===== src/rtl/ks_note_sequencer_if.sv =====
// Pattern-write bus from the register map and the period/pluck pair sent to the KS core.
interface ks_note_sequencer_if #(
   parameter int unsigned STEPS    = 8,
   parameter int unsigned PERIOD_W = 8,
   parameter int unsigned DUR_W    = 8
);
   localparam int unsigned AW = $clog2(STEPS);

   logic                cfg_we;
   logic [AW-1:0]       cfg_addr;
   logic [PERIOD_W-1:0] cfg_period;
   logic [DUR_W-1:0]    cfg_dur;
   logic [PERIOD_W-1:0] ks_period;
   logic                ks_pluck;

   modport master (
      output cfg_we, cfg_addr, cfg_period, cfg_dur,
      input  ks_period, ks_pluck
   );

   modport slave (
      input  cfg_we, cfg_addr, cfg_period, cfg_dur,
      output ks_period, ks_pluck
   );
endinterface


===== src/rtl/ks_note_sequencer.sv =====
// Step sequencer for the Karplus-Strong engine: walks a pattern RAM, sets the period,
// plucks the string and holds each step for a number of I2S frames.
module ks_note_sequencer #(
   parameter int unsigned STEPS        = 8,
   parameter int unsigned PERIOD_W     = 8,
   parameter int unsigned DUR_W        = 8,
   parameter int unsigned PLUCK_CYCLES = 4
) (
   input  logic                     clk,
   input  logic                     rst,
   ks_note_sequencer_if.slave       bus,
   input  logic                     enable,
   input  logic                     loop,
   input  logic [$clog2(STEPS):0]   num_steps,
   input  logic                     sample_tick,
   output logic [$clog2(STEPS)-1:0] step_idx,
   output logic                     busy,
   output logic                     done
);
   localparam int unsigned AW = $clog2(STEPS);
   localparam int unsigned PW = $clog2(PLUCK_CYCLES + 1);
   localparam logic [AW:0] STEPS_N = (AW + 1)'(STEPS);
   localparam logic [AW:0] ONE_N   = (AW + 1)'(1);

   typedef enum logic [2:0] {StIdle, StLoad, StEval, StPluck, StHold, StAdv, StDone} state_e;

   state_e state_q, state_d;

   logic [PERIOD_W-1:0] mem_period [STEPS];
   logic [DUR_W-1:0]    mem_dur    [STEPS];
   logic [PERIOD_W-1:0] rd_period_q;
   logic [DUR_W-1:0]    rd_dur_q;

   logic [AW-1:0]       step_q;
   logic [DUR_W-1:0]    frame_q;
   logic [PW-1:0]       pluck_cnt_q;
   logic [PERIOD_W-1:0] period_q;

   logic [AW:0] steps_eff;
   logic        last_step;
   logic        wrap;
   logic        pluck_last;
   logic        hold_over;

   assign steps_eff  = (num_steps > STEPS_N) ? STEPS_N : num_steps;
   // A shortened pattern (step already past the new end) is treated as the last step.
   assign last_step  = (steps_eff == '0) || ({1'b0, step_q} >= steps_eff - ONE_N);
   assign wrap       = last_step && loop && (steps_eff != '0);
   assign pluck_last = (pluck_cnt_q == PW'(PLUCK_CYCLES - 1));
   assign hold_over  = (frame_q >= rd_dur_q);

   // Pattern RAM: no reset, read-before-write on the registered read port.
   always_ff @(posedge clk) begin
      if (bus.cfg_we) begin
         mem_period[bus.cfg_addr] <= bus.cfg_period;
         mem_dur[bus.cfg_addr]    <= bus.cfg_dur;
      end
      if (state_q == StLoad) begin
         rd_period_q <= mem_period[step_q];
         rd_dur_q    <= mem_dur[step_q];
      end
   end

   always_ff @(posedge clk) begin
      if (rst) state_q <= StIdle;
      else     state_q <= state_d;
   end

   always_comb begin
      state_d = state_q;
      if (!enable) begin
         state_d = StIdle;
      end else begin
         unique case (state_q)
            StIdle:  state_d = (steps_eff == '0) ? StDone : StLoad;
            StLoad:  state_d = StEval;
            StEval: begin
               if (rd_dur_q == '0)         state_d = StAdv;
               else if (rd_period_q == '0) state_d = StHold;
               else                        state_d = StPluck;
            end
            StPluck: if (pluck_last) state_d = StHold;
            StHold:  if (hold_over)  state_d = StAdv;
            StAdv:   state_d = (last_step && !wrap) ? StDone : StLoad;
            StDone:  state_d = StDone;
            default: state_d = StIdle;
         endcase
      end
   end

   always_ff @(posedge clk) begin
      if (rst) begin
         step_q      <= '0;
         frame_q     <= '0;
         pluck_cnt_q <= '0;
         period_q    <= '0;
      end else if (!enable) begin
         step_q      <= '0;
         frame_q     <= '0;
         pluck_cnt_q <= '0;
      end else begin
         unique case (state_q)
            StIdle: begin
               step_q  <= '0;
               frame_q <= '0;
            end
            StLoad: begin
               frame_q     <= '0;
               pluck_cnt_q <= '0;
            end
            StEval: begin
               if (rd_dur_q != '0 && rd_period_q != '0) period_q <= rd_period_q;
            end
            StPluck: begin
               pluck_cnt_q <= pluck_last ? '0 : pluck_cnt_q + PW'(1);
               if (sample_tick) frame_q <= frame_q + DUR_W'(1);
            end
            StHold: begin
               if (hold_over)        frame_q <= '0;
               else if (sample_tick) frame_q <= frame_q + DUR_W'(1);
            end
            StAdv: begin
               if (!last_step) step_q <= step_q + AW'(1);
               else if (wrap)  step_q <= '0;
            end
            default: ;
         endcase
      end
   end

   always_comb begin
      busy         = 1'b0;
      done         = 1'b0;
      bus.ks_pluck = 1'b0;
      unique case (state_q)
         StLoad, StEval, StHold, StAdv: busy = 1'b1;
         StPluck: begin
            busy         = 1'b1;
            bus.ks_pluck = 1'b1;
         end
         StDone:  done = 1'b1;
         default: ;
      endcase
   end

   assign bus.ks_period = period_q;
   assign step_idx      = step_q;
endmodule


===== src/flat_wrapper.sv =====
// flat-port wrapper written by rule: the top's interface ports become plain ports
module ks_note_sequencer_flat 
#(
   parameter int unsigned STEPS        = 8,
   parameter int unsigned PERIOD_W     = 8,
   parameter int unsigned DUR_W        = 8,
   parameter int unsigned PLUCK_CYCLES = 4
)
  (clk, rst, enable, loop, num_steps, sample_tick, step_idx, busy, done, bus_cfg_we, bus_cfg_addr, bus_cfg_period, bus_cfg_dur, bus_ks_period, bus_ks_pluck);
  ks_note_sequencer_if #(.STEPS(STEPS), .PERIOD_W(PERIOD_W), .DUR_W(DUR_W)) bus_i ();
  input  logic clk;
  input  logic rst;
  input  logic enable;
  input  logic loop;
  input  logic [$clog2(STEPS):0] num_steps;
  input  logic sample_tick;
  output logic [$clog2(STEPS)-1:0] step_idx;
  output logic busy;
  output logic done;
  input wire logic [$bits(bus_i.cfg_we)-1:0] bus_cfg_we;
  input wire logic [$bits(bus_i.cfg_addr)-1:0] bus_cfg_addr;
  input wire logic [$bits(bus_i.cfg_period)-1:0] bus_cfg_period;
  input wire logic [$bits(bus_i.cfg_dur)-1:0] bus_cfg_dur;
  output wire logic [$bits(bus_i.ks_period)-1:0] bus_ks_period;
  output wire logic [$bits(bus_i.ks_pluck)-1:0] bus_ks_pluck;
  assign bus_i.cfg_we = bus_cfg_we;
  assign bus_i.cfg_addr = bus_cfg_addr;
  assign bus_i.cfg_period = bus_cfg_period;
  assign bus_i.cfg_dur = bus_cfg_dur;
  assign bus_ks_period = bus_i.ks_period;
  assign bus_ks_pluck = bus_i.ks_pluck;
  ks_note_sequencer #(.STEPS(STEPS), .PERIOD_W(PERIOD_W), .DUR_W(DUR_W), .PLUCK_CYCLES(PLUCK_CYCLES)) u_core (.clk(clk), .rst(rst), .bus(bus_i), .enable(enable), .loop(loop), .num_steps(num_steps), .sample_tick(sample_tick), .step_idx(step_idx), .busy(busy), .done(done));
endmodule

===== config.mk =====
export PLATFORM = sky130hd
export DESIGN_NAME = ks_note_sequencer_flat
export DESIGN_NICKNAME = d
export VERILOG_FILES = /design/src/rtl/ks_note_sequencer_if.sv /design/src/rtl/ks_note_sequencer.sv /design/src/flat_wrapper.sv
export SDC_FILE = /design/constraint.sdc
export NUM_CORES = 1
export LEC_CHECK = 0
export CAP_MARGIN = 40
export CORE_ASPECT_RATIO = 1.1
export CORE_UTILIZATION = 65
export CTS_BUF_LIST = sky130_fd_sc_hd__clkbuf_2
export CTS_CLUSTER_DIAMETER = 80
export DETAILED_ROUTE_END_ITERATION = 10
export PLACE_DENSITY = 0.86
export SYNTH_ARGS = -nofsm -noshare
export SYNTH_HDL_FRONTEND = slang
export SYNTH_SLANG_ARGS = --single-unit

===== constraint.sdc =====
create_clock -name clk -period 5.7 [get_ports clk]
set_input_delay 0.855 -clock clk [delete_from_list [all_inputs] [get_ports clk]]
set_output_delay 0.855 -clock clk [all_outputs]
set_load 0.02 [all_outputs]

Yosys cells after proc, flatten, opt, wreduce, memory -nomap -nowiden:

Memory sizes are Yosys's and may differ from the RTL's. A register that Yosys moved wholly into a read port is not among the register bits.
Cells that the tools add are included.

* register bits after elaboration: 25
* RAM bits: 128
* bits of input ports: 29
* output and inout bits: 14
* word-level logic and storage cells: 68
* memories kept: 2

Memories
* u_core.mem_dur: words 8, bits a word 8, rd ports 1, clocked after memory_dff 1, write ports 1, line ks_note_sequencer.sv:30 `logic [DUR_W-1:0] mem_dur [STEPS];`
* u_core.mem_period: words 8, bits a word 8, rd ports 1, clocked after memory_dff 1, write ports 1, line ks_note_sequencer.sv:29 `logic [PERIOD_W-1:0] mem_period [STEPS];`

* $add $sub $neg: 4
* magnitude comparators: 3
* eq/ne operators: 10
* multiplexer cells: 21
* bitwise operators: 1
* reduce and logical (&&, ||, !) cells: 22

Operators by type and width (number)
* 3-bit two-way mux: 9
* 8-bit one-hot mux with 3 select lines: 1
* 3-bit one-hot mux with 7 select lines: 1
* 8-bit zero test: 2
* 8-bit two-way mux: 2
* 8-bit nonzero test: 2
* 3-bit one-hot mux with 2 select lines: 2
* 3-bit by 2-bit equality test with 1-bit output (second input constant): 3
* 3-bit equality test (second input constant): 3
* 8-bit by 1-bit adder with 8-bit output (second input constant): 1
* 8-bit greater-or-equal comparator: 1
* 3-bit by 1-bit adder with 3-bit output (second input constant): 2
* 1-bit two-way mux: 5
* 5-bit OR reduction: 1
* 3-bit by 4-bit greater-or-equal comparator with 1-bit output: 1
* 4-bit greater-than comparator (second input constant): 1
* 1-bit logical AND: 4
* 4-bit zero test: 1
* 4-bit two-way mux: 1
* 2-bit by 1-bit != test with 1-bit output (second input constant): 2
* 2-bit AND reduction: 2
* 2-bit nonzero test: 2
* 4-bit nonzero test: 1
* 2-bit OR reduction: 2
* other kinds (9): 9

Depth between registers and ports, before layout:

Gate-level depths: netlist of the first run.

* depth after elaboration: 11
* depth in mapped cells: 10
* mapped depth without buffers: 10

Worst setup path before layout of the first run:

Ideal clock, no wire load.

* path type: input port to flip-flop
* start point: in num_steps[3]
* end point: reg u_core.state_q[0]
* library setup time: 0.088 ns
* data arrival time: 2.530 ns
* path slack: 3.082 ns
* cell stages on the path: 9
* buffers on the path: 0
* cell sequence: nand2b_1 ha_1 ha_1 o21ai_0 a21o_1 a22oi_2 a211o_1 o311a_1 o32ai_2

* longest elaborated chain between the ends: 11

RTL lines
* from (decl): line flat_wrapper.sv:15 `input logic [$clog2(STEPS):0] num_steps;`
* 4-bit greater-than comparator: line ks_note_sequencer.sv:45 `assign steps_eff = (num_steps > STEPS_N) ? STEPS_N : num_steps;`
* 4-bit two-way mux (*): line ks_note_sequencer.sv:45
* 4-bit by 1-bit subtractor with 4-bit output: line ks_note_sequencer.sv:47 `assign last_step = (steps_eff == '0) || ({1'b0, step_q} >= steps_eff - ONE_N);`
* 3-bit by 4-bit greater-or-equal comparator with 1-bit output: line ks_note_sequencer.sv:47
* 1-bit logical OR: line ks_note_sequencer.sv:47
* 1-bit logical AND (2 in a row): line ks_note_sequencer.sv:48 `assign wrap = last_step && loop && (steps_eff != '0);`
* 1-bit zero test: line ks_note_sequencer.sv:84 `StAdv: state_d = (last_step && !wrap) ? StDone : StLoad;`
* 1-bit logical AND: line ks_note_sequencer.sv:84
* 3-bit two-way mux: line ks_note_sequencer.sv:84
* 3-bit one-hot mux with 7 select lines (*): line ks_note_sequencer.sv:74 `unique case (state_q)`
* to (signal assigned): line ks_note_sequencer.sv:65 `if (rst) state_q <= StIdle;`
* to (signal assigned): line ks_note_sequencer.sv:66 `else state_q <= state_d;`
* to (decl): line ks_note_sequencer.sv:27 `state_e state_q, state_d;`

Every way passes the cells marked *; elsewhere a longest branch is shown, timed or not.
A chain may end at the register's enable or synchronous reset.

Worst setup path in the final report of the first run:

* start point: reg u_core.state_q[1]
* end point: out bus_ks_pluck

* longest elaborated chain between the ends: 2

RTL lines
* 3-bit by 2-bit equality test with 1-bit output: line ks_note_sequencer.sv:135 `unique case (state_q)`
* 1-bit two-way mux: line ks_note_sequencer.sv:135
* to (decl): line flat_wrapper.sv:25 `output wire logic [$bits(bus_i.ks_pluck)-1:0] bus_ks_pluck;`

Every way passes these cells.

==> out/metrics.yaml, run 1 <==
finalClockSkew_ns: 0.0311
ys_ff_latch: 169
gr-usage-all-layers: 0.243
cts_tree: "built"
post_cts_buffers: 0
synthArstFlopShare: 0
outcome: "finished, final reports clean"
die_y_um: 110
netlist_instances: 414
powerDensity_nw_per_um2: 265
cp-end-kind: "primary output"
antenna_found_initial: 0
max_freq_ghz: 0.297
reg2reg_depth: 3
post-route-util: 0.764
postCtsHoldBufs: 0
path_class: "register to primary output"
hold_start: "u_core.pluck_cnt_q[2]$_SDFFE_PP0P_"
dieArea_um2: 11100
ctsResizeCount: 0
cp-start-kind: "register"
crit_required_ns: 4.85
htree_levels: 4
clk_pin_slew_ns: 0.23
die_w_um: 101
rr_startpoint: "u_core.step_idx[0]$_SDFFE_PP0P_"
place.gp.congestion: 0.820
clk_path_buf_depth: 2
num_rows: 39
insertion_delay_ns: 0.67
antenna-diode-count: 0
dr.first_iter.drc_count: 222
final_nets: 515
synth_nets: 457
syn_to_final_growth_pct: 14.4
layout_commonest_cell: "edfxtp_1"
synth_area_um2: 6950
synth_area_per_cell_um2: 16.8
drv_cap: 0
drcViolationCount: 0
rsz0062_at_grt: "false"
rrSetupSlack_ns: 3.58
fill_cells: 611
tns_ns: 0
numCtsBuffers: 17
ys.flop_type: "edfxtp_1"
path_buf_inv: 2
drt_wl_total_um: 12300
slew_headroom: 0.561
yosysSeqAreaShare: 0.695
arrival_ns: 2.51
rr_endpoint: "u_core.rd_dur_q[5]$_DFFE_PP_"
synth_edf_count: 144
core-area_um2: 10400
grt_pass1_wl_um: 19600
start_util: 0.668
io_buffers: 42
grt_pass1_vias: 3763
p_leak_nw: 2.66
ys_warn_count: 0
crit_fanout: 13
overflow: 0
final_cell_mix: "edfxtp_1, clkdlybuf4s50_1, mux4_2"
crit_chain: "inv_1 > nor2_1 > clkdlybuf4s50_1"
firstDrtPassIters: 4
dr_total_vias: 3811
hold_viol: 0
ys_types: 49
whs_endpoint: "u_core.pluck_cnt_q[2]$_SDFFE_PP0P_"
min_path_cells: 2
route.detailed.wl_per_inst_um: 19.6
cts_num_sinks: 169
ir_worst_vdd_uv: 180
cp_top_family: "buffers and inverters"
grt_max_degree: 36
tightest_slew_ns: 0.659
vias_per_cell: 6.07
timing.final.crit_share: 0.590
max_stage_delay_ns: 0.68
fin_crit_ns: 3.36
ant_nets: 0
num_io_pins: 43
cp_slowest_cell: "clkdlybuf4s50_1"
drv_slew: 0
root_buffer: "clkbuf_2"
drive_gt1_frac: 0.235
dpl.hpwl_um: 8290
hp-class: "register to register"
final-setup-viol-count: 0
through the flow:
stage | instance area [um2] | hold WS [ns] | cells | total power [mW] | worst slack (ns)
2_1_floorplan | 6950 | 0.405 | 414 | 1.48 | 3.08
3_3_place_gp | 7530 | 0.414 | 587 | 1.53 | 2.54
3_5_place_dp | 7720 | 0.416 | 596 | 1.54 | 2.49
4_1_cts | 7940 | 0.440 | 628 | 2.12 | 2.34
5_1_grt | 7940 | 0.460 | 628 | 2.19 | 2.14
6_report | 7940 | 0.443 | 628 | 2.10 | 2.34
cell type report:
| class | count | area [um2] | area share |
|---|---|---|---|
| clock buffer | 18 | 90.1 | 0.0113 |
| multi-input combinational | 218 | 2040 | 0.257 |
| clock inverter | 14 | 134 | 0.0169 |
| timing repair buffer | 54 | 628 | 0.0791 |
| inverter | 12 | 45.0 | 0.00567 |
| tap | 143 | 179 | 0.0225 |
| sequential | 169 | 4830 | 0.607 |
flip-flops by register name, summed over array words and instances (netlist names):
name                  cells
u_core.frame_q            8
u_core.rd_period_q        8
u_core.rd_dur_q           8
u_core.bus.ks_period      8
u_core.mem_dur           64
u_core.pluck_cnt_q        3
u_core.mem_period        64
u_core.step_idx           3
u_core.state_q            3
worst reg2reg max path, stage by stage (launching register included):
cell and delay [ns]:
dfxtp_2 0.41, buf_4 0.54, mux4_2 0.64, mux2_2 0.31
per-layer routing:
metal | routed length (um) | part of all wire | global-route usage
met1 | 5250 | 0.43 | 0.333
met2 | 6360 | 0.52 | 0.395
met3 | 533 | 0.043 | 0.0506
met4 | 144 | 0.012 | 0.0744
met5 | 0 | 0 | 0
cells in the mapped netlist (5+ instances only):
| cell | instances | share of area |
|---|---|---|
| a21oi_1 | 12 | 0.0086 |
| mux4_2 | 32 | 0.10 |
| nand2_1 | 29 | 0.016 |
| ha_1 | 14 | 0.025 |
| clkbuf_1 | 8 | 0.0043 |
| mux2i_1 | 9 | 0.013 |
| nand3_1 | 11 | 0.0079 |
| nor2_1 | 30 | 0.016 |
| nand2b_1 | 10 | 0.0090 |
| edfxtp_1 | 144 | 0.62 |
| dfxtp_1 | 25 | 0.072 |
| mux2_2 | 16 | 0.026 |
| nor3_1 | 5 | 0.0036 |
| inv_1 | 11 | 0.0059 |
logic make-up after synthesis:
family	synth area share
mux	0.143
xor+xnor	0.00252
simple gates	0.0711
fa+ha+maj	0.0252
flops	0.695
compound gates	0.0470
buf+inv	0.0169
worst max-delay path by stage:
stage | startpoint | endpoint | slack, ns | cells after the start
finish | u_core.state_q[1]$_SDFFE_PP0P_ | bus_ks_pluck | 2.34 | 3
global route | u_core.state_q[1]$_SDFFE_PP0P_ | bus_ks_pluck | 2.14 | 3
floorplan | num_steps[3] | u_core.state_q[0]$_SDFFE_PP0P_ | 3.08 | 9
detailed placement | num_steps[3] | u_core.state_q[0]$_SDFFE_PP0P_ | 2.49 | 10
global placement | num_steps[3] | u_core.state_q[0]$_SDFFE_PP0P_ | 2.54 | 10
CTS | u_core.state_q[1]$_SDFFE_PP0P_ | bus_ks_pluck | 2.34 | 3
power by group:
group	switching [mW]	internal, mW	leakage (nW)	total (mW)
Combinational	0.0645	0.0542	0.998	0.119
Clock	0.417	0.173	0.149	0.589
Sequential	0.0146	1.38	1.51	1.40
(Power assumes the default switching activity.)
==> inputs of run 2 (changes only) <==
- CORE_UTILIZATION: 65 -> 61
- PLACE_DENSITY: 0.86 -> 0.82
- clock period: 5.7 -> 3.5 ns (I/O delays scaled with it)
==> run 2 against run 1 <==
Effect of this change:
- final cell count rose by 0.64%
- design area fell by 1.6%
- via count rose by 0.16%
- clock skew rose by 0.0027 ns
- flip-flop and latch count did not move
- sequential power rose by 62%
- utilization fell by 5.5 points
==> out/metrics.yaml, run 2 (synthesized netlist as in run 1, its figures left out) <==
dr_total_vias: 3817  # was 3811
power_frac_comb: 0.053  # was 0.056
crit_required_ns: 2.97  # was 4.85 ns
tns_ns: 0  # unchanged
cp-end-kind: "primary output"  # unchanged
cp_top_family: "buffers and inverters"  # unchanged
grt_pass1_vias: 3856  # was 3763
met3_usage: 0.0526  # was 0.0506
crit_chain: "inv_1 > nor2_1 > clkdlybuf4s50_1"  # unchanged
powerDensity_nw_per_um2: 436  # was 265 nW/um2
drcViolationCount: 0  # unchanged
stdcell_count: 632  # was 628
grt_pass1_wl_um: 19700  # was 19600 um
core-area_um2: 11000  # was 10400 um2
firstDrtPassIters: 4  # unchanged
layout_commonest_cell: "edfxtp_1"  # unchanged
postCtsHoldBufs: 0  # unchanged
fill_cells: 707  # was 611
place_area_um2: 7590  # was 7720 um2
dr.first_iter.drc_count: 320  # was 222
die_w_um: 104  # was 101 um
top_regs: "u_core.mem_dur: 64 flops, u_core.mem_period: 64 flops"  # unchanged
insertion_delay_ns: 0.67  # about the same
tightest_slew_ns: 0.698  # was 0.659 ns
grt_util_met2: 0.383  # was 0.395
switchingPower_uw: 751  # was 496 uW
cts_tree: "built"  # unchanged
cts_num_sinks: 169  # unchanged
finalClockSkew_ns: 0.0339  # was 0.0311 ns
drv_slew: 0  # unchanged
num_io_pins: 43  # unchanged
max_freq_ghz: 0.330
die_y_um: 114  # was 110 um
path_class: "register to primary output"  # unchanged
crit_fanout: 13  # unchanged
antenna_found_initial: 0  # unchanged
timing.final.crit_share: 0.866
ctsResizeCount: 0  # unchanged
htree_levels: 4  # unchanged
place_inst: 600  # was 596
drive_gt1_frac: 0.223  # was 0.235
ant_nets: 0  # unchanged
gr-usage-all-layers: 0.225  # was 0.243
clk_pin_slew_ns: 0.21  # was 0.23 ns
worst_slack_ns: 0.470  # was 2.34 ns
p_leak_nw: 2.62  # was 2.66 nW
arrival_ns: 2.51  # about the same
route.detailed.wl_per_inst_um: 19.5  # was 19.6 um
cp_slowest_cell: "clkdlybuf4s50_1"  # unchanged
cp-start-kind: "register"  # unchanged
final_cell_mix: "edfxtp_1, clkdlybuf4s50_1, mux4_2"  # unchanged
multi_input_area_um2: 2010  # was 2040 um2
io_buffers: 42  # unchanged
seq_area_um2: 4830  # unchanged
max_stage_delay_ns: 0.68  # about the same
dieArea_um2: 11800  # was 11100 um2
num_rows: 40  # was 39
swShare: 0.221  # was 0.236
drv_cap: 0  # unchanged
seqPwrFrac: 0.668  # was 0.663
start_util: 0.631  # was 0.668
rsz0062_at_grt: "false"  # unchanged
grt.met1_usage: 0.280  # was 0.333
rrSetupSlack_ns: 1.34  # was 3.58 ns
numCtsBuffers: 17  # unchanged
hold_viol: 0  # unchanged
antenna-diode-count: 0  # unchanged
path_buf_inv: 2  # unchanged
hp-class: "register to register"  # unchanged
grt_max_degree: 35  # was 36
overflow: 0  # unchanged
place.gp.congestion: 0.818  # was 0.820
final_area_um2: 7810  # was 7940 um2
p_int_mw: 2.65  # was 1.61 mW
p_clk_frac: 0.279  # was 0.280
drt_wl_total_um: 12300  # about the same
outcome: "finished, final reports clean"  # unchanged
dpl.hpwl_um: 7800  # was 8290 um
ir_worst_vdd_uv: 266  # was 180 uV
final-setup-viol-count: 0  # unchanged
final_nets: 515  # unchanged
post_cts_buffers: 0  # unchanged
slew_headroom: 0.535  # was 0.561
total_power_mw: 3.40  # was 2.10 mW
dpl_worst_slack_ns: 0.619  # was 2.49 ns
clk_path_buf_depth: 2  # unchanged
gr-max-usage-layer: "met2"  # unchanged
syn_to_final_growth_pct: 12.5  # was 14.4%
root_buffer: "clkbuf_2"  # unchanged
fin_crit_ns: 3.03
vias_per_cell: 6.04  # was 6.07
-- run 2: per-layer routing --
layer / up-vias / routed length [um]
met1: 1933 / 5200
met2: 118 / 6370
met4: 0 / 265
met3: 24 / 490
li1: 1742 / -
met5: - / 0
-- run 2: cell type report --
cell class	count	area share
multi-input combinational	218	0.258
sequential	169	0.618
tap	147	0.0235
clock inverter	14	0.0168
inverter	12	0.00576
timing repair buffer	54	0.0669
clock buffer	18	0.0115
-- run 2: through the flow --
step,utilization,hold WS (ns)
4_1_cts,0.710,0.466
3_5_place_dp,0.690,0.442
6_report,0.710,0.458
2_1_floorplan,-,0.405
3_3_place_gp,0.690,0.414
5_1_grt,0.710,0.462
-- run 2: worst register-to-register path, stage by stage (launching register included) --
cell and delay, ns:
dfxtp_2 0.83, buf_12 0.29, mux4_2 0.54, mux2_2 0.29
-- run 2: worst paths after layout --
path                                                          from                                  to  cells after the start
worst max-delay path                u_core.state_q[1]$_SDFFE_PP0P_                        bus_ks_pluck                      3
worst min-delay path            u_core.pluck_cnt_q[2]$_SDFFE_PP0P_  u_core.pluck_cnt_q[2]$_SDFFE_PP0P_                      2
worst max register to register     u_core.step_idx[0]$_SDFFE_PP0P_        u_core.rd_dur_q[5]$_DFFE_PP_                      3
worst min register to register  u_core.pluck_cnt_q[2]$_SDFFE_PP0P_  u_core.pluck_cnt_q[2]$_SDFFE_PP0P_                      2
-- run 2: power groups by stage --
stage                     registers (mW)  clock network [mW]  logic (mW)
after global placement              2.31                   0       0.174
after floorplan                     2.31                   0      0.0951
after global routing                2.28                1.06       0.197
final                               2.27               0.950       0.182
after detailed placement            2.32                   0       0.181
after CTS                           2.27               0.977       0.183
==> inputs of run 3 (changes only) <==
- CORE_MARGIN: unset -> 4
==> run 3 against run 2 <==
Effect of this change:
- clock skew rose by 0.010 ns
- register-to-register slack got worse by 0.02 ns
- critical path depth did not move
- fmax fell by 0.47%
- die area rose by 11%
- clock power fell by 6.2%
- total power fell by 1.8%
- critical endpoint unchanged
- largest power group unchanged
==> out/metrics.yaml, run 3 (synthesized netlist as in run 1, its figures left out) <==
grt_max_degree: 35  # unchanged
numCtsBuffers: 17  # unchanged
rr_startpoint: "u_core.step_idx[0]$_SDFFE_PP0P_"  # unchanged
path_depth: 3  # unchanged
path_class: "register to primary output"  # unchanged
htree_levels: 4  # unchanged
rsz0062_at_grt: "false"  # unchanged
drv_slew: 0  # unchanged
io_buffers: 42  # unchanged
syn_to_final_growth_pct: 12.4  # was 12.5%
crit_required_ns: 2.97  # about the same
drcViolationCount: 0  # unchanged
tns_ns: 0  # unchanged
met3_usage: 0.0436  # was 0.0526
rr_endpoint: "u_core.rd_dur_q[7]$_DFFE_PP_"  # was u_core.rd_dur_q[5]$_DFFE_PP_
die_y_um: 120  # was 114 um
grt_pass1_vias: 3829  # was 3856
clk_path_buf_depth: 2  # unchanged
cp-endpoint: "bus_ks_pluck"  # unchanged
cp-start-kind: "register"  # unchanged
clk_pin_slew_ns: 0.25  # was 0.21 ns
tightest_slew_ns: 0.730  # was 0.698 ns
antenna_found_initial: 1  # was 0
post_cts_buffers: 0  # unchanged
max_freq_ghz: 0.328  # was 0.330 GHz
max_stage_delay_ns: 0.68  # about the same
dpl.hpwl_um: 7770  # was 7800 um
cp_slowest_cell: "clkdlybuf4s50_1"  # unchanged
dpl_worst_slack_ns: 0.614  # was 0.619 ns
route.detailed.wl_per_inst_um: 18.7  # was 19.5 um
num_io_pins: 43  # unchanged
grt_pass1_wl_um: 19200  # was 19700 um
crit_chain: "inv_1 > nor2_1 > clkdlybuf4s50_1"  # unchanged
vias_per_cell: 5.84  # was 6.04
crit_fanout: 13  # unchanged
drive_gt1_frac: 0.226  # was 0.223
overflow: 0  # unchanged
reg2reg_depth: 3  # unchanged
ant_nets: 0  # unchanged
place_inst: 602  # was 600
place.gp.congestion: 0.857  # was 0.818
die_w_um: 110  # was 104 um
gr-usage-all-layers: 0.198  # was 0.225
stdcell_count: 635  # was 632
hp-class: "register to register"  # unchanged
drt_wl_total_um: 11900  # was 12300 um
cts_tree: "built"  # unchanged
ir_worst_vdd_uv: 460  # was 266 uV
grt_util_met2: 0.327  # was 0.383
dr_total_vias: 3710  # was 3817
insertion_delay_ns: 0.68  # was 0.67 ns
finalClockSkew_ns: 0.0442  # was 0.0339 ns
grt.met1_usage: 0.257  # was 0.280
drv_cap: 0  # unchanged
final-setup-viol-count: 0  # unchanged
powerDensity_nw_per_um2: 428  # was 436 nW/um2
ctsResizeCount: 0  # unchanged
top_regs: "u_core.mem_dur: 64 flops, u_core.mem_period: 64 flops"  # unchanged
hold_viol: 0  # unchanged
core-area_um2: 11000  # unchanged
rrSetupSlack_ns: 1.32  # was 1.34 ns
postCtsHoldBufs: 0  # unchanged
start_util: 0.631  # unchanged
dr.first_iter.drc_count: 293  # was 320
worst_slack_ns: 0.455  # was 0.470 ns
outcome: "finished, final reports clean"  # unchanged
cp-end-kind: "primary output"  # unchanged
cts_num_sinks: 169  # unchanged
dieArea_um2: 13200  # was 11800 um2
cp_top_family: "buffers and inverters"  # unchanged
layout_commonest_cell: "edfxtp_1"  # unchanged
final_cell_mix: "edfxtp_1, clkdlybuf4s50_1, mux4_2"  # unchanged
fin_crit_ns: 3.04  # was 3.03 ns
p_leak_nw: 2.62  # about the same
arrival_ns: 2.52  # was 2.51 ns
crit_start: "u_core.state_q[1]$_SDFFE_PP0P_"  # unchanged
gr-max-usage-layer: "met2"  # unchanged
root_buffer: "clkbuf_2"  # unchanged
path_buf_inv: 2  # unchanged
final_nets: 517  # was 515
num_rows: 40  # unchanged
timing.final.crit_share: 0.870  # was 0.866
slew_headroom: 0.513  # was 0.535
firstDrtPassIters: 5  # was 4
run 3: per-stage QoR:
stage | util | instance area [um2] | power (mW) | hold WS, ns
detailed placement | 0.691 | 7610 | 2.50 | 0.434
global route | 0.709 | 7810 | 3.50 | 0.435
CTS | 0.709 | 7810 | 3.37 | 0.460
global placement | 0.691 | 7610 | 2.49 | 0.418
finish | 0.709 | 7810 | 3.34 | 0.457
floorplan | - | 6950 | 2.40 | 0.405
run 3: worst register-to-register path, stage by stage, from the launching register on:
cell,delay [ns]
dfxtp_2,0.86
buf_12,0.29
mux4_2,0.52
mux2_2,0.30
run 3: layer usage:
layer / vias up / share of wire
met3: 15 / 0.036
met2: 84 / 0.52
met5: - / 0
met1: 1860 / 0.42
li1: 1751 / -
met4: 0 / 0.015
run 3: worst min-delay path by stage:
stage | from | end | slack (ns) | cells after the start
floorplan | u_core.pluck_cnt_q[2]$_SDFFE_PP0P_ | u_core.pluck_cnt_q[2]$_SDFFE_PP0P_ | 0.40 | 2
global placement | u_core.pluck_cnt_q[2]$_SDFFE_PP0P_ | u_core.pluck_cnt_q[2]$_SDFFE_PP0P_ | 0.42 | 2
detailed placement | u_core.pluck_cnt_q[2]$_SDFFE_PP0P_ | u_core.pluck_cnt_q[2]$_SDFFE_PP0P_ | 0.43 | 2
CTS | u_core.pluck_cnt_q[2]$_SDFFE_PP0P_ | u_core.pluck_cnt_q[2]$_SDFFE_PP0P_ | 0.46 | 2
global route | bus_cfg_period[1] | u_core.mem_period[0][1]$_DFFE_PP_ | 0.43 | 1
finish | u_core.pluck_cnt_q[2]$_SDFFE_PP0P_ | u_core.pluck_cnt_q[2]$_SDFFE_PP0P_ | 0.46 | 2
run 3: final cells by class:
class / count / area (um2)
clock buffers: 18 / 90.1
diodes: 1 / 2.50
fillers: 712 / 3200
inverters: 12 / 45.0
flip-flops and latches: 169 / 4830
multi-input cells: 218 / 2010
repair buffers: 56 / 538
clock inverters: 14 / 110
well taps: 147 / 184
run 3: where the power goes:
group	internal, mW	switching [mW]	total (mW)
logic	0.0820	0.0986	0.181
registers	2.25	0.0233	2.27
clock network	0.211	0.680	0.891
==> RTL change 1, RTL diff (flow settings as in run 1) <==
Re-encode `state_e` (7 states) as one-hot, 7 bits wide.
--- a/src/rtl/ks_note_sequencer.sv
+++ b/src/rtl/ks_note_sequencer.sv
@@ -23,5 +23,5 @@
    localparam logic [AW:0] ONE_N   = (AW + 1)'(1);
 
-   typedef enum logic [2:0] {StIdle, StLoad, StEval, StPluck, StHold, StAdv, StDone} state_e;
+   typedef enum logic [6:0] {StIdle = 7'b0000001, StLoad = 7'b0000010, StEval = 7'b0000100, StPluck = 7'b0001000, StHold = 7'b0010000, StAdv = 7'b0100000, StDone = 7'b1000000} state_e;
 
    state_e state_q, state_d;
Behaviour: no difference found for any inputs over 10 cycles, from zero or initial values and one cycle with rst high; not proved beyond that.
==> RTL change 1 against run 1 <==
Sequential cell count grew 4; total power grew 2.6%; cell area grew 3.7%; via count grew 5.3%; wire length grew 7.0%; utilization shrank 0.95 points; global-route usage grew 0.85 points; maximum frequency shrank 9.8%; setup slack lost 360 ps; hold slack gained 22 ps; synthesized area grew 4.6%; highest routed layer unchanged.
==> RTL change 1: results (changes against run 1) <==
stage;metric;value;unit;change
timing;tightest_slew;752;ps;+93.2 ps
yosys;synth-adder-area-share;2.75;%;+0.23 points
worst_setup_path;cpPeakStageDelay;620;ps;-60 ps
pwr;max-vdd-ir-drop;218;uV;+21%
placement;dp_slack;2210;ps;-284 ps
clock_network;clock_latency;710;ps;+40 ps
worst_setup_path;cp_max_fo;15;;+2
worst_setup_path;r2r_cells;8;;+5
yosys;yosysUniqueCellTypes;48;;-2.0%
detailed_routing;routedWlPerCell;20.0;um;+2.1%
yosys;ys_seq_area_share;67.5;%;-2.0 points
pwr;p_leak;2.73;nW;+2.8%
placement;dp_hpwl;8930;um;+7.7%
worst_setup_path;worstReg2RegEnd;u_core.step_idx[0];;
placement;post_dp_cell_area;7980;um2;+3.3%
yosys;synth_xor_xnor_area_share;1.08;%;+0.83 points
hold_path;whs_path_depth;1;;-1
worst_setup_path;rrSetupSlack;2980;ps;-600 ps
status;outcome;finished, final reports clean;;
detailed_routing;firstDrtPassIters;4;;unchanged
timing;max_freq;268;MHz;-9.8%
final_layout;layout-drive-gt1-share;20.4;%;-3.2 points
grt;grt_pass1_vias;4152;;+10%
timing;hold_ws;465;ps;+22.4 ps
yosys;synth_compound_area_share;5.08;%;+0.38 points
final_layout;fill_cells;689;;+13%
yosys;synthMuxAreaShare;13.8;%;-0.48 points
detailed_routing;drtIter0Drc;260;;+17%
grt;grt_max_degree;37;;+2.8%
timing;fin_skew;39.9;ps;+8.73 ps
yosys;synth_area_leaders;edfxtp_1, mux4_2, dfxtp_1;;
worst_setup_path;crit_start;u_core.state_q[4];;
detailed_routing;dr_total_vias;4012;;+5.3%
grt;grt.total_usage;25.1;%;+0.85 points
grt;grt_pass1_wl;20700;um;+5.7%
final_layout;fin_nets;543;;+5.4%
worst_setup_path;cp-endpoint;busy;;
yosys;synth_fp_nets;491;;+7.4%
placement;gp_congestion;0.826;;+0.76%
worst_setup_path;arrival;2870;ps;+360 ps
yosys;ys_top_cells_by_count;edfxtp_1, mux4_2, nor2_1;;
## RTL change 1: cell types whose count changed after synthesis, sizes merged, moves of 5 or more
cell     delta
nand2      -15
nor2b       +7
a2111oi     +6
xnor2       +6
a211oi      +8
a21oi      -10
nand3       -6
clkbuf      +5
## RTL change 1: final cells by class
type / instances / share of cell area, %
Multi-Input combinational cell: 237 / 27.3
Sequential cell: 173 / 59.6
Inverter: 16 / 0.729
Clock inverter: 14 / 2.04
Timing Repair Buffer: 53 / 7.08
Tap cell: 147 / 2.23
Clock buffer: 18 / 1.09
## RTL change 1: power breakdown
part / total, W / internal [W] / leakage [nW] / switching, W
logic: 0.000102 / 0.0000455 / 1.04 / 0.0000565
clock network: 0.000643 / 0.000248 / 0.154 / 0.000395
registers: 0.00141 / 0.00140 / 1.54 / 0.0000114
total: 0.00216 / 0.00169 / 2.73 / 0.000463
## RTL change 1: cells by family after synthesis
logic type | count (synthesis)
compound gates | 48
xor+xnor | 9
fa+ha+maj | 16
buf+inv | 36
flops | 173
mux | 58
simple gates | 106
## RTL change 1: through the flow
| stage | std cells | util, % |
|---|---|---|
| after floorplan | 446 | - |
| after global routing | 658 | 75.5 |
| after global placement | 617 | 71.8 |
| final | 658 | 75.5 |
| after CTS | 658 | 75.5 |
| after detailed placement | 626 | 73.1 |
## RTL change 1: worst max-delay path, delay by kind of cell, from the launching register on
family / cells / cell delay [ps]
AO/OA/AOI/OAI: 2 / 370
flip-flops: 1 / 530
buffers and inverters: 1 / 620
AND/OR/NAND/NOR: 2 / 650
## RTL change 1: per-layer routing
layer | part of all wire [%] | vias to the layer above | GRT usage (%)
met2 | 53 | 126 | 41.8
met4 | 1.7 | 0 | 9.67
li1 | - | 1871 | -
met5 | 0 | - | 0
met1 | 41 | 1991 | 31.9
met3 | 5.0 | 24 | 6.30
==> RTL change 2, RTL diff (settings of run 1) <==
Made on the original files. `PERIOD_W` is set to 8 in 3 places; all go to 12.
--- a/src/rtl/ks_note_sequencer_if.sv
+++ b/src/rtl/ks_note_sequencer_if.sv
@@ -2,5 +2,5 @@
 interface ks_note_sequencer_if #(
    parameter int unsigned STEPS    = 8,
-   parameter int unsigned PERIOD_W = 8,
+   parameter int unsigned PERIOD_W = 12,
    parameter int unsigned DUR_W    = 8
 );
--- a/src/rtl/ks_note_sequencer.sv
+++ b/src/rtl/ks_note_sequencer.sv
@@ -3,5 +3,5 @@
 module ks_note_sequencer #(
    parameter int unsigned STEPS        = 8,
-   parameter int unsigned PERIOD_W     = 8,
+   parameter int unsigned PERIOD_W     = 12,
    parameter int unsigned DUR_W        = 8,
    parameter int unsigned PLUCK_CYCLES = 4
--- a/src/flat_wrapper.sv
+++ b/src/flat_wrapper.sv
@@ -3,5 +3,5 @@
 #(
    parameter int unsigned STEPS        = 8,
-   parameter int unsigned PERIOD_W     = 8,
+   parameter int unsigned PERIOD_W     = 12,
    parameter int unsigned DUR_W        = 8,
    parameter int unsigned PLUCK_CYCLES = 4
Ports: changed (resized bus_cfg_period and bus_ks_period); port bits go from 43 to 51. No check against the original RTL was run, so the function may have changed too.
==> RTL change 2 against run 1 <==
The run now ends with design-rule violations left; wire length is 25% higher; sequential power is 24% higher; sequential cell count grew 40; setup slack improved by 130 ps; register-to-register slack lost 160 ps; synthesized area grew 23%; total power is 28% higher; critical path depth did not move; count of clock-buffer cells in the layout grew 54; sequential share of layout area grew 1.8 points; cell area is 21% higher; largest cell class unchanged; largest power group unchanged; highest routed layer unchanged.
==> RTL change 2: results (changes against run 1) <==
stage;metric;value;unit;change
status;outcome;complete, but fails checks;;
status;violations;design-rule violations;;
yosys;synth_compound_area_share;2.79;%;-1.9 points
clock_network;h-tree-depth;2;;-2
yosys;synth_most_common_cell;edfxtp_1;;
final_layout;fill_cells;708;;+16%
yosys;synth_edf_count;180;;+25%
worst_setup_path;r2r_cells;3;;unchanged
yosys;async_flop_share;0;%;unchanged
pwr;pg_seq;0.00173;W;+24%
clock_network;path_clk_slew;120;ps;-110 ps
yosys;synth_fp_nets;512;;+12%
worst_setup_path;arrival;2380;ps;-130 ps
worst_setup_path;worstReg2RegEnd;u_core.rd_dur_q[2];;
yosys;synthMuxAreaShare;16.4;%;+2.1 points
worst_setup_path;r2r-start;u_core.step_idx[0];;
timing;max_slew_margin;51.9;%;-4.1 points
grt;grt_max_degree;45;;+25%
pwr;p_leak;3.37;nW;+27%
yosys;ys_top_cells_by_count;edfxtp_1, nor2_1, mux4_1;;
yosys;synth_xor_xnor_area_share;0.823;%;+0.57 points
hold_path;worstHoldEndpoint;u_core.pluck_cnt_q[2];;
final_layout;top_regs;u_core.mem_period: 96 flops, u_core.mem_dur: 64 flops;;
placement;port_buffers;50;;+19%
detailed_routing;met2_length;7850;um;+23%
detailed_routing;m1WireLength;6250;um;+19%
grt;grt_antenna_before_repair;1;;+1
pwr;max-vdd-ir-drop;154;uV;-15%
detailed_routing;firstDrtPassIters;8;;+4
placement;dp_hpwl;9280;um;+12%
grt;grt.total_usage;24.1;%;-0.22 points
placement;gp_congestion;0.901;;+9.9%
timing;fin_skew;86.1;ps;+54.9 ps
clock_network;clk_path_buf_depth;3;;+1
yosys;synth_area_leaders;edfxtp_1, mux4_1, dfxtp_1;;
pwr;powerClk;0.000848;W;+44%
clock_network;clock_latency;760;ps;+90 ps
detailed_routing;viasPerCell;6.05;;-0.38%
detailed_routing;drtIter0Drc;362;;+63%
grt;grt_pass1_wl;24200;um;+23%
detailed_routing;post-route-drc-count;12;;+12
yosys;yosysUniqueCellTypes;51;;+4.1%
hold_path;worstHoldPathType;reg -> reg;;
grt;grt_pass1_vias;4719;;+25%
clock_network;cts_buffers;47;;+30
worst_setup_path;cp_max_fo;14;;+1
pwr;internal-power;0.00209;W;+30%
yosys;ys_warn_count;0;;unchanged
detailed_routing;wirelength;15300;um;+25%
worst_setup_path;rrSetupSlack;3420;ps;-160 ps
final_layout;layout-drive-gt1-share;21.1;%;-2.4 points
detailed_routing;route.met3.wl;882;um;+65%
final_layout;fin_nets;605;;+17%
yosys;synth-adder-area-share;2.06;%;-0.46 points
yosys;ys_seq_area_share;70.3;%;+0.85 points
## RTL change 2: stage by stage
| stage | area (um2) | total power [W] | setup slack, ps | hold slack [ps] | cells |
|---|---|---|---|---|---|
| 2_1_floorplan | 8510 | 0.00181 | 2840 | 420 | 465 |
| 6_report | 9580 | 0.00270 | 2470 | 446 | 746 |
| 3_3_place_gp | 9180 | 0.00187 | 2660 | 431 | 666 |
| 3_5_place_dp | 9180 | 0.00188 | 2560 | 437 | 666 |
| 5_1_grt | 9580 | 0.00280 | 2380 | 486 | 746 |
| 4_1_cts | 9570 | 0.00272 | 2490 | 448 | 745 |
## RTL change 2: how the worst max path moves through the flow
stage,slack [ps],startpoint,cells past startpoint,to
after floorplan,2840,bus_cfg_addr[1],2,u_core.mem_dur[0][0]
after global placement,2660,num_steps[3],9,u_core.step_idx[1]
after detailed placement,2560,num_steps[3],9,u_core.state_q[0]
after CTS,2490,u_core.state_q[1],3,busy
after global routing,2380,u_core.state_q[1],3,busy
final,2470,u_core.state_q[1],3,busy
## RTL change 2: area by class of cell
type / count / area (um2) / area share, %
flip-flops and latches: 209 / 5990 / 62.5
multi-input cells: 224 / 2360 / 24.6
repair buffers: 62 / 591 / 6.17
clock buffers: 72 / 360 / 3.76
well taps: 157 / 196 / 2.05
inverters: 14 / 52.6 / 0.549
clock inverters: 7 / 30.0 / 0.314
diodes: 1 / 2.50 / 0.0261
## RTL change 2: worst max-delay path, stage by stage (launching register included)
cell             delay, ps
dfxtp_1                660
nor3_1                 170
a21oi_1                160
clkdlybuf4s50_1        620
## RTL change 2: layer usage
layer / GRT usage [%] / vias up
met3: 5.12 / 27
met4: 11.7 / 0
met1: 29.3 / 2212
met2: 41.5 / 165
li1: - / 2106
met5: 0 / -
